===== config.mk =====
export PLATFORM = sky130hd
export DESIGN_NAME = pcie_trans_ndest_flat
export DESIGN_NICKNAME = d
export VERILOG_FILES = /design/src/rtl/pcie_trans_ndest_if.sv /design/src/rtl/pcie_trans_ndest.sv /design/src/flat_wrapper.sv
export SDC_FILE = /design/constraint.sdc
export NUM_CORES = 1
export LEC_CHECK = 0
export ABC_AREA = 1
export CAP_MARGIN = 20
export CORE_MARGIN = 2
export CORE_UTILIZATION = 35
export DETAILED_ROUTE_END_ITERATION = 10
export MAX_ROUTING_LAYER = met4
export PLACE_DENSITY = 0.5
export SLEW_MARGIN = 20
export SYNTH_ARGS = -nofsm -noshare
export SYNTH_HDL_FRONTEND = slang
export SYNTH_SLANG_ARGS = --single-unit

===== constraint.sdc =====
create_clock -name clk -period 4.6 [get_ports clk]
set_clock_uncertainty 0.15 [all_clocks]
set_input_delay 0.92 -clock clk [delete_from_list [all_inputs] [get_ports clk]]
set_output_delay 0.92 -clock clk [all_outputs]
set_load 0.05 [all_outputs]

===== src/rtl/pcie_trans_ndest_if.sv =====
// Source-side handshake bundle: write port into the main FIFO, per-destination pop strobes,
// registered pop data, non-empty flags and threshold backpressure.
interface pcie_trans_ndest_if #(
  parameter int BITNUMBER = 6,
  parameter int NUM_DEST  = 4
);
  logic [BITNUMBER-1:0]          data_in;
  logic                          push;
  logic [NUM_DEST-1:0]           pop;
  logic [NUM_DEST*BITNUMBER-1:0] data_out;
  logic [NUM_DEST-1:0]           can_pop;
  logic                          Main_pause;

  modport master (output data_in, push, pop, input data_out, can_pop, Main_pause);
  modport slave  (input data_in, push, pop, output data_out, can_pop, Main_pause);
endinterface


===== src/rtl/pcie_trans_ndest.sv =====
// Main FIFO routed by top DSEL_W bits into NUM_DEST FIFOs; push->can_pop 2 cycles, pop->data_out 1 cycle.
// Main_pause is threshold-based and advisory; a push into a full, non-draining main FIFO latches ERROR. Option: PCIE_TRANS_STATS_EN.
module pcie_trans_ndest #(
  parameter int BITNUMBER = 6,
  parameter int LENGTH    = 4,
  parameter int NUM_DEST  = 4
) (
  input  logic       clk,
  input  logic       reset,
  input  logic       init,
  input  logic [3:0] Umbral_MF_prob,
  input  logic [3:0] Umbral_D_prob,
  output logic [3:0] state,
  output logic [3:0] next_state,
  pcie_trans_ndest_if.slave bus
`ifdef PCIE_TRANS_STATS_EN
  ,
  output logic [NUM_DEST*8-1:0] pop_count
`endif
);
  localparam int DSEL_W = $clog2(NUM_DEST);
  localparam int CW     = $clog2(LENGTH + 1);

  localparam logic [3:0] S_RESET  = 4'd0;
  localparam logic [3:0] S_INIT   = 4'd1;
  localparam logic [3:0] S_IDLE   = 4'd2;
  localparam logic [3:0] S_ACTIVE = 4'd3;
  localparam logic [3:0] S_ERROR  = 4'd4;

  logic [3:0]           um_mf, um_d;
  logic [BITNUMBER-1:0] main_head;
  logic [CW-1:0]        main_cnt;
  logic                 main_full, main_empty;
  logic [DSEL_W-1:0]    head_dest;
  logic [BITNUMBER-1:0] d_head [NUM_DEST];
  logic [CW-1:0]        d_cnt  [NUM_DEST];
  logic [NUM_DEST-1:0]  d_full, d_empty, d_wr, d_rd;
  logic                 run, xfer, main_wr, push_err, any_busy, d_pause;

  function automatic logic at_or_above(input logic [CW-1:0] cnt, input logic [3:0] thr);
    return 5'(cnt) >= 5'(thr);
  endfunction

  // A pop frees its slot in the same cycle, so a full destination that is being popped still accepts the head.
  assign run       = (state != S_ERROR);
  assign head_dest = main_head[BITNUMBER-1 -: DSEL_W];
  assign d_rd      = bus.pop & ~d_empty & {NUM_DEST{run}};
  assign xfer      = run && !main_empty && (!d_full[head_dest] || d_rd[head_dest]);
  assign main_wr   = run && bus.push && (!main_full || xfer);
  assign push_err  = bus.push && main_full && !xfer && (state != S_RESET);
  assign any_busy  = !main_empty || !(&d_empty);

  always_comb begin
    d_wr            = '0;
    d_wr[head_dest] = xfer;
  end

  pcie_trans_fifo #(.W(BITNUMBER), .DEPTH(LENGTH)) u_main (
    .clk(clk), .reset(reset), .wr(main_wr), .rd(xfer), .wdata(bus.data_in),
    .rdata(main_head), .count(main_cnt), .full(main_full), .empty(main_empty)
  );

  for (genvar i = 0; i < NUM_DEST; i++) begin : g_dest
    pcie_trans_fifo #(.W(BITNUMBER), .DEPTH(LENGTH)) u_dest (
      .clk(clk), .reset(reset), .wr(d_wr[i]), .rd(d_rd[i]), .wdata(main_head),
      .rdata(d_head[i]), .count(d_cnt[i]), .full(d_full[i]), .empty(d_empty[i])
    );
  end

  always_comb begin
    d_pause = 1'b0;
    for (int i = 0; i < NUM_DEST; i++) begin
      d_pause = d_pause | at_or_above(d_cnt[i], um_d);
    end
  end

  assign bus.Main_pause = at_or_above(main_cnt, um_mf) | d_pause | !run;
  assign bus.can_pop    = ~d_empty;

  always_comb begin
    next_state = state;
    case (state)
      S_RESET:  next_state = S_INIT;
      S_INIT:   if (!init) next_state = S_IDLE;
      S_IDLE:   if (init) next_state = S_INIT;
                else if (any_busy) next_state = S_ACTIVE;
      S_ACTIVE: if (!any_busy) next_state = S_IDLE;
      default:  next_state = S_ERROR;
    endcase
    if (push_err) next_state = S_ERROR;
  end

  always_ff @(posedge clk) begin
    if (reset) begin
      state        <= S_RESET;
      um_mf        <= 4'(LENGTH - 1);
      um_d         <= 4'(LENGTH - 1);
      bus.data_out <= '0;
    end else begin
      state <= next_state;
      if (state == S_INIT) begin
        um_mf <= Umbral_MF_prob;
        um_d  <= Umbral_D_prob;
      end
      for (int i = 0; i < NUM_DEST; i++) begin
        if (d_rd[i]) bus.data_out[i*BITNUMBER +: BITNUMBER] <= d_head[i];
      end
    end
  end

`ifdef PCIE_TRANS_STATS_EN
  for (genvar i = 0; i < NUM_DEST; i++) begin : g_stats
    logic [7:0] cnt;
    always_ff @(posedge clk) begin
      if (reset) cnt <= '0;
      else if (d_rd[i] && cnt != 8'hFF) cnt <= cnt + 8'd1;
    end
    assign pop_count[i*8 +: 8] = cnt;
  end
`endif
endmodule

// Caller qualifies wr/rd; a write into a full FIFO is legal only together with a read.
module pcie_trans_fifo #(
  parameter int W     = 6,
  parameter int DEPTH = 4
) (
  input  logic                         clk,
  input  logic                         reset,
  input  logic                         wr,
  input  logic                         rd,
  input  logic [W-1:0]                 wdata,
  output logic [W-1:0]                 rdata,
  output logic [$clog2(DEPTH+1)-1:0]   count,
  output logic                         full,
  output logic                         empty
);
  localparam int AW = $clog2(DEPTH);
  localparam int CW = $clog2(DEPTH + 1);

  logic [W-1:0]  mem [DEPTH];
  logic [AW-1:0] wr_ptr, rd_ptr;

  assign rdata = mem[rd_ptr];
  assign full  = (count == CW'(DEPTH));
  assign empty = (count == '0);

  always_ff @(posedge clk) begin
    if (reset) begin
      wr_ptr <= '0;
      rd_ptr <= '0;
      count  <= '0;
    end else begin
      if (wr) begin
        mem[wr_ptr] <= wdata;
        wr_ptr      <= wr_ptr + AW'(1);
      end
      if (rd) rd_ptr <= rd_ptr + AW'(1);
      count <= count + CW'(wr) - CW'(rd);
    end
  end
endmodule


===== src/flat_wrapper.sv =====
// flat-port wrapper written by rule: the top's interface ports become plain ports
module pcie_trans_ndest_flat 
#(
  parameter int BITNUMBER = 6,
  parameter int LENGTH    = 4,
  parameter int NUM_DEST  = 4
)
  (clk, reset, init, Umbral_MF_prob, Umbral_D_prob, state, next_state, bus_data_in, bus_push, bus_pop, bus_data_out, bus_can_pop, bus_Main_pause);
  pcie_trans_ndest_if #(.BITNUMBER(BITNUMBER), .NUM_DEST(NUM_DEST)) bus_i ();
  input  logic clk;
  input  logic reset;
  input  logic init;
  input  logic [3:0] Umbral_MF_prob;
  input  logic [3:0] Umbral_D_prob;
  output logic [3:0] state;
  output logic [3:0] next_state;
  input wire logic [$bits(bus_i.data_in)-1:0] bus_data_in;
  input wire logic [$bits(bus_i.push)-1:0] bus_push;
  input wire logic [$bits(bus_i.pop)-1:0] bus_pop;
  output wire logic [$bits(bus_i.data_out)-1:0] bus_data_out;
  output wire logic [$bits(bus_i.can_pop)-1:0] bus_can_pop;
  output wire logic [$bits(bus_i.Main_pause)-1:0] bus_Main_pause;
  assign bus_i.data_in = bus_data_in;
  assign bus_i.push = bus_push;
  assign bus_i.pop = bus_pop;
  assign bus_data_out = bus_i.data_out;
  assign bus_can_pop = bus_i.can_pop;
  assign bus_Main_pause = bus_i.Main_pause;
  pcie_trans_ndest #(.BITNUMBER(BITNUMBER), .LENGTH(LENGTH), .NUM_DEST(NUM_DEST)) u_core (.clk(clk), .reset(reset), .init(init), .Umbral_MF_prob(Umbral_MF_prob), .Umbral_D_prob(Umbral_D_prob), .state(state), .next_state(next_state), .bus(bus_i));
endmodule

After elaboration in Yosys (flattened, before gate mapping)
Memories as Yosys holds them, arrays and structs flattened. A register that Yosys moved wholly into a read port is not among the register bits.
Cells that the tools add are included.
- $add $sub $neg: 20
- $lt $le $gt $ge: 7
- equal/unequal tests: 9
- multiplexer cells: 29
- bitwise gates (word level): 9
- reduce and logical (&&, ||, !) cells: 25
- operators with widths (kind ; count):
    adder 2 x 1 -> 2 bit (second input constant) ; 10
    >= comparator 3 x 4 -> 1 bit ; 5
    two-way mux 4 bit ; 5
    two-way mux 1 bit ; 18
    one-hot mux 4 bit (4 select lines) ; 1
    adder 3 x 1 -> 3 bit ; 5
    == test 3 bit (second input constant) ; 5
    zero test 3 bit ; 5
    subtractor 3 x 1 -> 3 bit ; 5
    AND 4 bit ; 3
    == test 4 x 2 -> 1 bit (second input constant) ; 2
    logical AND 1 bit ; 8
    zero test 1 bit ; 6
    OR 1 bit ; 5
    binary-select mux 1 bit (select 2 bit) ; 2
    == test 4 x 1 -> 1 bit (second input constant) ; 1
    zero test 4 bit ; 1
    two-way mux 2 bit ; 2
    inequality test 4 x 3 -> 1 bit (second input constant) ; 1
    NOT 4 bit ; 1
    AND reduction 4 bit ; 1
    nonzero test 4 bit ; 1
    logical OR 1 bit ; 3
    < comparator 2 x 3 -> 1 bit (second input constant) ; 1
    other kinds (2) ; 2
- register bits after elaboration: 47
- bits in writable memories: 120
- input bits: 22
- output and inout bits: 37
- logic and storage cells: 122
- memories kept: 5
- memories (name ; depth ; bits a word ; read ports ; clocked after memory_dff ; write ports ; line ; text):
    u_core.g_dest[0].u_dest.mem ; 4 ; 6 ; 1 ; 1 ; 1 ; pcie_trans_ndest.sv:141 ; logic [W-1:0] mem [DEPTH];
    u_core.g_dest[1].u_dest.mem ; 4 ; 6 ; 1 ; 1 ; 1 ; pcie_trans_ndest.sv:141 ;
    u_core.g_dest[2].u_dest.mem ; 4 ; 6 ; 1 ; 1 ; 1 ; pcie_trans_ndest.sv:141 ;
    u_core.g_dest[3].u_dest.mem ; 4 ; 6 ; 1 ; 1 ; 1 ; pcie_trans_ndest.sv:141 ;
    u_core.u_main.mem ; 4 ; 6 ; 1 ; 1 ; 1 ; pcie_trans_ndest.sv:141 ;

Longest topological paths before layout
Gate-level depths: netlist of the first run.
- word-level depth: 13
- depth in mapped cells: 21
- depth with buffers taken out: 21

Hierarchy
Synthesis of the first run repeated with hierarchy kept, for this count alone.
- cells, all modules: 895
- area, all modules: 8848.5 sq um
- modules (own cells, without submodules) (module ; times used ; cells each ; area each (sq um) ; seq. area each (sq um)):
    pcie_trans_fifo ; 5 ; 126 ; 1390.1 ; 900.9
    pcie_trans_ndest ; 1 ; 265 ; 1898.1 ; 720.7

Worst setup path before layout of the first run
Ideal clock, no wire load.
- path type: reg2reg
- start: register u_core.state[1]
- end: register u_core.u_main.count[2]
- setup time: 0.071 ns
- arrival: 3.159 ns
- required time: 4.379 ns
- setup slack: 1.221 ns
- stages on the path, launching flop included: 19
- buffers on the path: 1
- period minus slack after synthesis: 3.379 ns
- path through: dfxtp_1 > inv_1 > nand2_2 > nor2_4 > nor2_1 > nand3_1 > nand2_1 > nor2_2 > nand2_2 > nand2_2 > buf_12 > nand2_4 > nand2_1 > ha_1 > inv_1 > ha_1 > fa_1 > or2_2 > a21oi_1
- word-level cells in the longest chain between the ends: 10
- elaborated cells between the ends (all ways): 12
- classes of those cells: add/sub (2); eq/ne (1); mux (2); bitwise (1); reduce/logical (6)
- RTL lines (item ; line ; text):
    start, declared ; pcie_trans_ndest.sv:13 ; output logic [3:0] state,
    start signal, assigned ; pcie_trans_ndest.sv:100 ; state <= next_state;
    inequality test 4 x 3 -> 1 bit * ; pcie_trans_ndest.sv:45 ; assign run = (state != S_ERROR);
    AND 4 bit ; pcie_trans_ndest.sv:47 ; assign d_rd = bus.pop & ~d_empty & {NUM_DEST{run}};
    binary-select mux 1 bit (select 2 bit) ; pcie_trans_ndest.sv:48 ; assign xfer = run && !main_empty && (!d_full[head_dest] || d_rd[head_dest]);
    two-way mux 1 bit (not written as such) ; pcie_trans_ndest.sv:48 ;
    logical OR 1 bit ; pcie_trans_ndest.sv:48 ;
    logical AND 1 bit ; pcie_trans_ndest.sv:48 ;
    logical OR 1 bit ; pcie_trans_ndest.sv:49 ; assign main_wr = run && bus.push && (!main_full || xfer);
    logical AND 1 bit ; pcie_trans_ndest.sv:49 ;
    adder 3 x 1 -> 3 bit ; pcie_trans_ndest.sv:159 ; count <= count + CW'(wr) - CW'(rd);
    subtractor 3 x 1 -> 3 bit * ; pcie_trans_ndest.sv:159 ;
    end signal, assigned ; pcie_trans_ndest.sv:159 ;
    end, declared ; pcie_trans_ndest.sv:134 ; output logic [$clog2(DEPTH+1)-1:0] count,
Every way passes the cells marked *; elsewhere a longest branch is shown, timed or not. The select of a mux whose other input is x is not followed.
A chain may end at the register's enable or synchronous reset.

==> results of run 1 <==
-- state kept, by name (all words and copies together), names as in the netlist, named ones only --
name and count:
u_core.um_mf 4, u_core.g_dest.u_dest.count 12, u_core.bus.data_out 24, u_core.state 4, u_core.u_main.mem 24, u_core.g_dest.u_dest.mem 96
u_core.g_dest.u_dest.wr_ptr 8, u_core.u_main.rd_ptr 2, u_core.um_d 4, u_core.u_main.count 3, u_core.g_dest.u_dest.rd_ptr 8, u_core.u_main.wr_ptr 2
-- Yosys cell counts (6+ instances only) --
| master | count | area (um2) |
|---|---|---|
| nor2_1 | 181 | 679.4 |
| edfxtp_1 | 120 | 3603 |
| o21ai_0 | 100 | 500.5 |
| inv_1 | 93 | 349.1 |
| nand2_1 | 84 | 315.3 |
| dfxtp_1 | 73 | 1461 |
| ha_1 | 45 | 563.0 |
| a31oi_1 | 24 | 150.1 |
| clkbuf_1 | 22 | 82.58 |
| a21oi_1 | 18 | 90.09 |
| nand3_1 | 17 | 85.08 |
| nand2_2 | 6 | 37.54 |
| xor2_1 | 6 | 52.55 |
-- per-stage QoR --
stage	hold WS, ns	setup slack [ns]	cell area [um2]
final	0.3251	0.6358	9958
after global routing	0.3348	0.2527	9958
after CTS	0.3327	0.5436	9958
after detailed placement	0.3147	0.7109	9379
after global placement	0.3008	0.7620	9379
after floorplan	0.2829	1.221	8428
-- critical path: cells and delay by family, from the launching register on --
family | cells | cell delay [ns]
buffers and inverters | 4 | 0.60
DFF | 1 | 0.45
and+or+nand+nor | 11 | 1.39
-- worst paths after layout --
check,from,endpoint,slack (ns)
setup / recovery,register,next_state[1],0.64
hold / removal,u_core.um_mf[2],u_core.um_mf[2],0.33
setup reg to reg,register,u_core.u_main.count[2],1.00
hold reg to reg,u_core.um_mf[2],u_core.um_mf[2],0.33
-- cell families (layout without fill, tap and decap cells) --
group | count (synthesis) | in the layout | share of synthesized area (%)
flops | 193 | 193 | 60.12
other cells | 1 | 2 | 0.04451
buf+inv | 123 | 196 | 5.881
simple gates | 309 | 309 | 15.28
xor+xnor | 6 | 6 | 0.6238
fa+ha+maj | 50 | 50 | 7.872
compound gates | 158 | 158 | 10.17
-- layout make-up --
type	instances	area, um2
Clock buffer	20	446.7
Tap cell	319	399.1
Clock inverter	12	132.6
Sequential cell	193	5065
Timing Repair Buffer	69	678.2
Inverter	95	356.6
Fill cell	2322	13580
Multi-Input combinational cell	525	2880
-- power breakdown --
part           internal (mW)  switching, mW  total, mW
clock                  0.820          0.652       1.47
sequential              2.26          0.220       2.48
combinational          0.696           1.49       2.19
total                   3.78           2.36       6.14
-- per-layer routing --
layer	share of wire, %	track usage (%)
met5	0	-
met4	1.6	5.207
met3	2.9	2.136
met2	46	22.92
met1	49	18.83
==> flow_summary.yaml, run 1 <==
final_layout:
  areaGrowthSynthToFinish_pct: 18.21
  fin_nets: 973
  layout_common_cells: "nor2_1, edfxtp_1, o21ai_0"
  final_common_cell: "nor2_1"
  drive_gt1_share_pct: 7.112
  fin_util_pct: 42.30
  antennaDiodeCount: 0
  final_cells: 1233
sta:
  final_hold_viol_count: 0
  period_needed_ns: 3.964
  tns_ns: 0
  post-route-period-util_pct: 86.18
  worst_pin_slew_ns: 0.8320
  finalSetupViolCount: 0
  slew_headroom_pct: 44.54
  fmax_ghz: 0.2523
  drv_slew: 0
  rsz0062_at_grt: "no"
clock_tree:
  htree_levels: 4
  ctsResizeCount: 0
  cts.sinks: 193
  cts_root_buffer: "clkbuf_16"
  path_clk_slew_ns: 0.07
  clk_latency_ns: 0.42
  clockBufferDepth: 2
  cts_tree: "done"
  cts_made_buffers: 17
  cts_hold_buffers: 0
  postCtsSetupRepairBufs: 0
grt:
  grt_max_degree: 30
  grt_overflow: 0
  grt_pass1_vias: 5362
  grt_pass1_wl_mm: 28.23
  antenna_found_initial: 0
  grt.total_usage_pct: 14.42
synth:
  synthArstFlopShare_pct: 0
  yosysSeqAreaShare_pct: 60.12
  ys_ff_latch: 193
  synth_flop_cell: "edfxtp_1"
  synth-edff-count: 120
  netlist_area_um2: 8424
  avgSynthCellArea_um2: 10.03
  syn_inst: 840
  yosysUniqueCellTypes: 36
  yosys_warnings: 0
power:
  ir_drop_v: 0.0002366
  pwr_density_cell_nw_per_um2: 616.9
  leakage_nw: 3.851
  p_total_mw: 6.143
worst_setup_path:
  cpMaxStageDelayCell: "dfxtp_1"
  startpoint_type: "register"
  cp-end-kind: "primary output"
  arrival_ns: 2.89
  cp_data_required_time_ns: 3.53
  slowest_delay_ns: 0.45
  critical_path_class: "reg2out"
  crit_path_frequent_cell: "nand2_1"
  path_cells: "inv_2 > nand2_1 > nand2_1 > nand2_1 > nand2_2 > nand3_1 > nand2_1 > nor2_2 > nand2_2 > nand2_2 > buf_4 > nand4_2 > nand2_1 > inv_1 > buf_12"
  cp_max_fo: 21
  reg2reg_depth: 20
route:
  dr.pass1.iters: 4
  drtIter0Drc: 304
  drc_errors: 0
  vias: 5612
  vias_per_cell: 4.552
  final_antenna_net_count: 0
  drt_wl_total_mm: 17.29
  detail_route.wl_per_cell_um: 14.03
placed_design:
  hpwlAfterDp_mm: 11.88
  post-place-cells: 1201
  numPortBuffers: 57
  gp_congestion: 0.7904
floorplanning:
  start_util_pct: 35.78
  fp-row-count: 56
  ios: 59
  core_um2: 23540
  die_area_um2: 25330
  fp.dieW_um: 159.1
  die-height_um: 159.1
run:
  drv_cap: 0
min_path:
  holdPathStages: 2
  hold_path_class: "reg2reg"
run_status:
  status: "finished clean"
Power figures use the tool's default switching activity.
==> inputs of run 2 (changes only) <==
GPL_TIMING_DRIVEN = 1   (was default)
==> results of run 2 <==
Same layout as run 1: the final DEF is identical, and so are final timing and power.
==> variant 1 (settings of run 1) <==
`LENGTH` is set to 4 in 2 places; all go to 8.
--- a/src/rtl/pcie_trans_ndest.sv
+++ b/src/rtl/pcie_trans_ndest.sv
@@ -4,3 +4,3 @@
   parameter int BITNUMBER = 6,
-  parameter int LENGTH    = 4,
+  parameter int LENGTH    = 8,
   parameter int NUM_DEST  = 4
--- a/src/flat_wrapper.sv
+++ b/src/flat_wrapper.sv
@@ -4,3 +4,3 @@
   parameter int BITNUMBER = 6,
-  parameter int LENGTH    = 4,
+  parameter int LENGTH    = 8,
   parameter int NUM_DEST  = 4
Check against the original RTL: not equivalent (a bounded check fails within 10 cycles, from zero or initial values and one cycle with reset high).
==> variant 1 against run 1 <==
Via count grew 67%; setup slack lost 260 ps; cell area grew 68%; power grew 63%; cell count grew 55%; sequential power grew 62%; first-iteration DRC count grew 46%; fmax shrank 6.2%; sequential cell count grew 136; register-to-register slack lost 50 ps; routed wire length grew 82%; largest cell class unchanged; area after synthesis grew 68%; utilization shrank 0.29 points.
==> variant 1: results (changes against run 1) <==
Power and ir drop
  – Pleak: 5.99 nW (was 3.85 nW)
  – VDD IR max: 359 uV (was 237 uV)

Global routing
  – First-pass GRT wire length: 50400 um (was 28200 um)
  – Gr usage total: 15.7% (was 14.4%)
  – Vias in the first global route: 9311 (was 5362)
  – Pin count of the biggest net entering global routing: 58 (was 30)

Run status
  – Status: completed (unchanged)

Final layout
  – Share of cells above drive strength 1: 9.35% (was 7.11%)
  – ANT cells: 0 (unchanged)
  – Layout Nets: 1436 (was 973)
  – Final-layout fill cell count: 3871 (was 2322)
  – Top Registers: u_core.g_dest.u_dest.mem x192, u_core.u_main.mem x48, u_core.bus.data_out x24 (was u_core.g_dest.u_dest.mem x96, u_core.bus.data_out x24, u_core.u_main.mem x24)

Setup path
  – R2R cell count: 15 (was 20)
  – CP Max Fanout: 37 (was 21)
  – CP peak stage delay: 610 ps (was 450 ps)
  – R2R Path End: u_core.g_dest[3].u_dest.count[2] (was u_core.u_main.count[2])
  – Reg2reg setup slack: 950 ps (was 1000 ps)
  – Critical Path AT: 3160 ps (was 2890 ps)

Clocking
  – Clock-pin slew on the worst setup and hold paths: 60 ps
  – Root Driver: clkbuf_16 (unchanged)
  – H-tree Lvls: 2 (was 4)
  – Clk_lat worst skew: 530 ps (was 420 ps)
  – Clock Tree Buf Depth: 3 (was 2)
  – CTS Buf Count: 38 (was 17)

Hold path
  – Hold Startpoint: u_core.bus.data_out[22] (was u_core.um_mf[2])
  – Hold Path End: u_core.bus.data_out[22] (was u_core.um_mf[2])

Synth
  – Commonest cells in the netlist: edfxtp_1 (240), nor2_1 (190), o21ai_0 (124), nand2_1 (120), inv_1 (100) (was nor2_1 (181), edfxtp_1 (120), o21ai_0 (100), inv_1 (93), nand2_1 (84))
  – Area contributors post-synth: edfxtp_1 (51%), dfxtp_1 (13%), ha_1 (5.2%), nor2_1 (5.0%), o21ai_0 (4.4%) (was edfxtp_1 (43%), dfxtp_1 (17%), nor2_1 (8.1%), ha_1 (6.7%), o21ai_0 (5.9%))
  – Sequential share of the synthesized area: 63.4% (was 60.1%)
  – EDFF count, synth: 240 (was 120)
  – Yosys Warn Count: 0 (unchanged)
  – Netlist cell types: 48 (was 36)
  – Avg Inst Size Synth: 11.1 sq um (was 10.0 sq um)

Placed design
  – Final HPWL DP: 20400 um (was 11900 um)
  – Dpl cells: 1835 (was 1201)
  – Gpl congestion: 0.760 (was 0.790)

Routing
  – Drt initial violations: 444 (was 304)
  – Vias per std cell: 4.91 (was 4.55)
  – Via count: 9351 (was 5612)
  – Final wirelength: 31500 um (was 17300 um)
  – Router iterations before antenna repair: 5 (was 4)

STA
  – Relative max-transition margin: 28.3% (was 44.5%)
variant 1: cell families (layout without fill, tap and decap cells):
logic type                 count (synthesis)  in the layout  synth area share, %
adders and majority gates                 64             64                 5.91
and+or+nand+nor                          415            415                 13.1
other                                      1              2               0.0264
DFF                                      329            329                 63.4
AOI/OAI and AO/OA                        288            288                 12.1
buffers and inverters                    161            267                 4.55
muxes                                      6              6                0.424
xor gates and xnor gates                   9              9                0.556
variant 1: metrics by stage:
stage	utilization, %	area (sq um)	power (W)	setup slack [ps]	hold WS, ps
after detailed placement	38.9	15500	0.00714	743	306
after CTS	42.0	16700	0.0101	296	316
after global placement	38.9	15500	0.00709	761	296
after floorplan	-	14200	0.00610	1360	283
final	42.0	16700	0.00999	373	314
after global routing	42.0	16700	0.0106	30.4	332
variant 1: area by class of cell:
class	count	area (sq um)	share of cell area, %
clock inverter	19	173	1.03
tap	525	657	3.93
sequential	329	8990	53.7
timing repair buffer	90	831	4.97
inverter	107	404	2.42
multi-input combinational	784	4600	27.5
clock buffer	51	1080	6.43
variant 1: layer usage:
metal	routed length, um	vias up	track usage [%]
met5	0	-	-
li1	-	4684	-
met4	678	0	4.16
met2	15100	149	25.7
met1	14700	4464	20.5
met3	1000	54	2.26
variant 1: power by group:
part	internal [W]	total, W	switching (W)	leakage (nW)
Clock	0.00177	0.00296	0.00120	0.607
Combinational	0.000960	0.00300	0.00204	2.50
Sequential	0.00376	0.00402	0.000259	2.89
variant 1: worst register-to-register path: cells and delay by family (launching register included):
family	cells	cell delay, ps
simple gates	9	1270
fa+ha+maj	3	940
flops	1	610
buf+inv	2	390
xor+xnor	1	160
==> variant 2 (settings of run 1) <==
Made on the original files. Put a register stage on the output `next_state`, with the module's reset. The value now appears one clock later. The other outputs are not delayed to match.
--- a/src/rtl/pcie_trans_ndest.sv
+++ b/src/rtl/pcie_trans_ndest.sv
@@ -28,2 +28,4 @@
   localparam logic [3:0] S_ERROR  = 4'd4;
+
+  logic [3:0] next_state_d;
 
@@ -80,12 +82,12 @@
   always_comb begin
-    next_state = state;
+    next_state_d = state;
     case (state)
-      S_RESET:  next_state = S_INIT;
-      S_INIT:   if (!init) next_state = S_IDLE;
-      S_IDLE:   if (init) next_state = S_INIT;
-                else if (any_busy) next_state = S_ACTIVE;
-      S_ACTIVE: if (!any_busy) next_state = S_IDLE;
-      default:  next_state = S_ERROR;
+      S_RESET:  next_state_d = S_INIT;
+      S_INIT:   if (!init) next_state_d = S_IDLE;
+      S_IDLE:   if (init) next_state_d = S_INIT;
+                else if (any_busy) next_state_d = S_ACTIVE;
+      S_ACTIVE: if (!any_busy) next_state_d = S_IDLE;
+      default:  next_state_d = S_ERROR;
     endcase
-    if (push_err) next_state = S_ERROR;
+    if (push_err) next_state_d = S_ERROR;
   end
@@ -99,3 +101,3 @@
     end else begin
-      state <= next_state;
+      state <= next_state_d;
       if (state == S_INIT) begin
@@ -120,2 +122,10 @@
 `endif
+  always_ff @(posedge clk) begin
+    if (reset) begin
+      next_state <= '0;
+    end else begin
+      next_state <= next_state_d;
+    end
+  end
+
 endmodule
Formal check against the unedited RTL: not equivalent (Yosys sat finds a counterexample within 4 cycles, from zero or initial values and one cycle with reset high).
==> variant 2 against run 1 <==
Routed wire length grew 1.0%; setup slack improved by 320 ps; utilization is 0.25 points higher; clock power is 5% higher; critical path depth decreased by 6; highest routed layer unchanged; sequential power rose by 4%; register-to-register slack improved by 40 ps; power is 10% higher; combinational power grew 20%; global-route usage grew 0.17 points; area after synthesis grew 0.74%; critical endpoint is now bus_Main_pause; cell area grew 0.89%; sequential cell count decreased by 1.
==> variant 2: results (changes against run 1) <==
Setup path
  – Critical Path AT: 2580 ps (was 2890 ps)
  – CP peak stage delay: 720 ps (was 450 ps)
  – R2R Path End: u_core.g_dest[1].u_dest.count[2] (was u_core.u_main.count[2])
  – CP Max Fanout: 4 (was 21)
  – R2R cell count: 18 (was 20)
  – CP delay by family, top: buffers and inverters (was simple AND/OR/NAND/NOR gates)
  – Reg2reg setup slack: 1040 ps (was 1000 ps)

Final layout
  – Layout Nets: 968 (was 973)
  – Sequential share of cell area: 50.2% (was 50.9%)
  – Post-layout util: 42.5% (was 42.3%)
  – Layout clock buffer count: 19 (was 20)
  – Share of cells above drive strength 1: 9.78% (was 7.11%)
  – Multi-input gates: 517 (was 525)
  – Non-clock inverters: 97 (was 95)

Synth
  – Synth Area in Compound Gates: 10.2% (about the same)
  – Netlist cell types: 39 (was 36)
  – Syn Inst Count: 833 (was 840)
  – Area contributors post-synth: edfxtp_1 (42%), dfxtp_1 (17%), nor2_1 (7.2%), ha_1 (6.5%), o21ai_0 (5.5%) (was edfxtp_1 (43%), dfxtp_1 (17%), nor2_1 (8.1%), ha_1 (6.7%), o21ai_0 (5.9%))
  – Synth Area in XOR/XNOR: 0.619% (was 0.624%)

Global routing
  – GR Util met2: 22.9% (about the same)
  – Met3 usage: 2.88% (was 2.14%)
  – Met1 Usage GRT: 19.1% (was 18.8%)
  – Pin count of the biggest net entering global routing: 29 (was 30)

Run status
  – Status: completed (unchanged)

Routing
  – Final wirelength: 17500 um (was 17300 um)
  – Routed WL per cell: 14.2 um (was 14.0 um)
  – Drt initial violations: 337 (was 304)
  – Via count: 5667 (was 5612)

Placed design
  – Gpl congestion: 0.790 (about the same)
  – Final HPWL DP: 12100 um (was 11900 um)
  – Placed cell area: 9430 sq um (was 9380 sq um)
  – Pre-CTS setup slack: 726 ps (was 711 ps)

STA
  – Worst hold slack: 311 ps (was 325 ps)
  – Worst slew pin tran: 797 ps (was 832 ps)

Power and ir drop
  – P_clk: 0.00155 W (was 0.00147 W)
  – P_sw: 0.00272 W (was 0.00236 W)
  – Logic power comb: 0.00263 W (was 0.00219 W)

Hold path
  – Hold Path End: u_core.um_mf[3] (was u_core.um_mf[2])
-- variant 2: cell count changes after synthesis, sizes merged, moves of 3 or more --
cell and change:
clkbuf -6, o21ai -5, o32ai +6, nor3b +3
nor3 +5, o22ai +18, nor2 -12, a21oi +6
a31oi -24, buf +6, nand2 -4
-- variant 2: worst reg2reg max path, stage by stage (launching register included) --
cell	delay (ps)
dfxtp_1	550
inv_2	150
nand2_1	110
nand2_2	300
nand3_1	210
nand2_1	70
nor2_1	130
nand2_2	90
nand2_4	220
inv_2	120
nand2_2	110
ha_1	230
inv_1	60
ha_1	130
inv_1	50
fa_1	390
xor2_1	160
o21ai_0	150
a21oi_1	50
-- variant 2: per-layer routing --
metal / wire length (um) / share of wire (%)
met5: 0 / 0
met4: 174 / 1.0
met3: 657 / 3.8
met2: 8300 / 48
met1: 8330 / 48
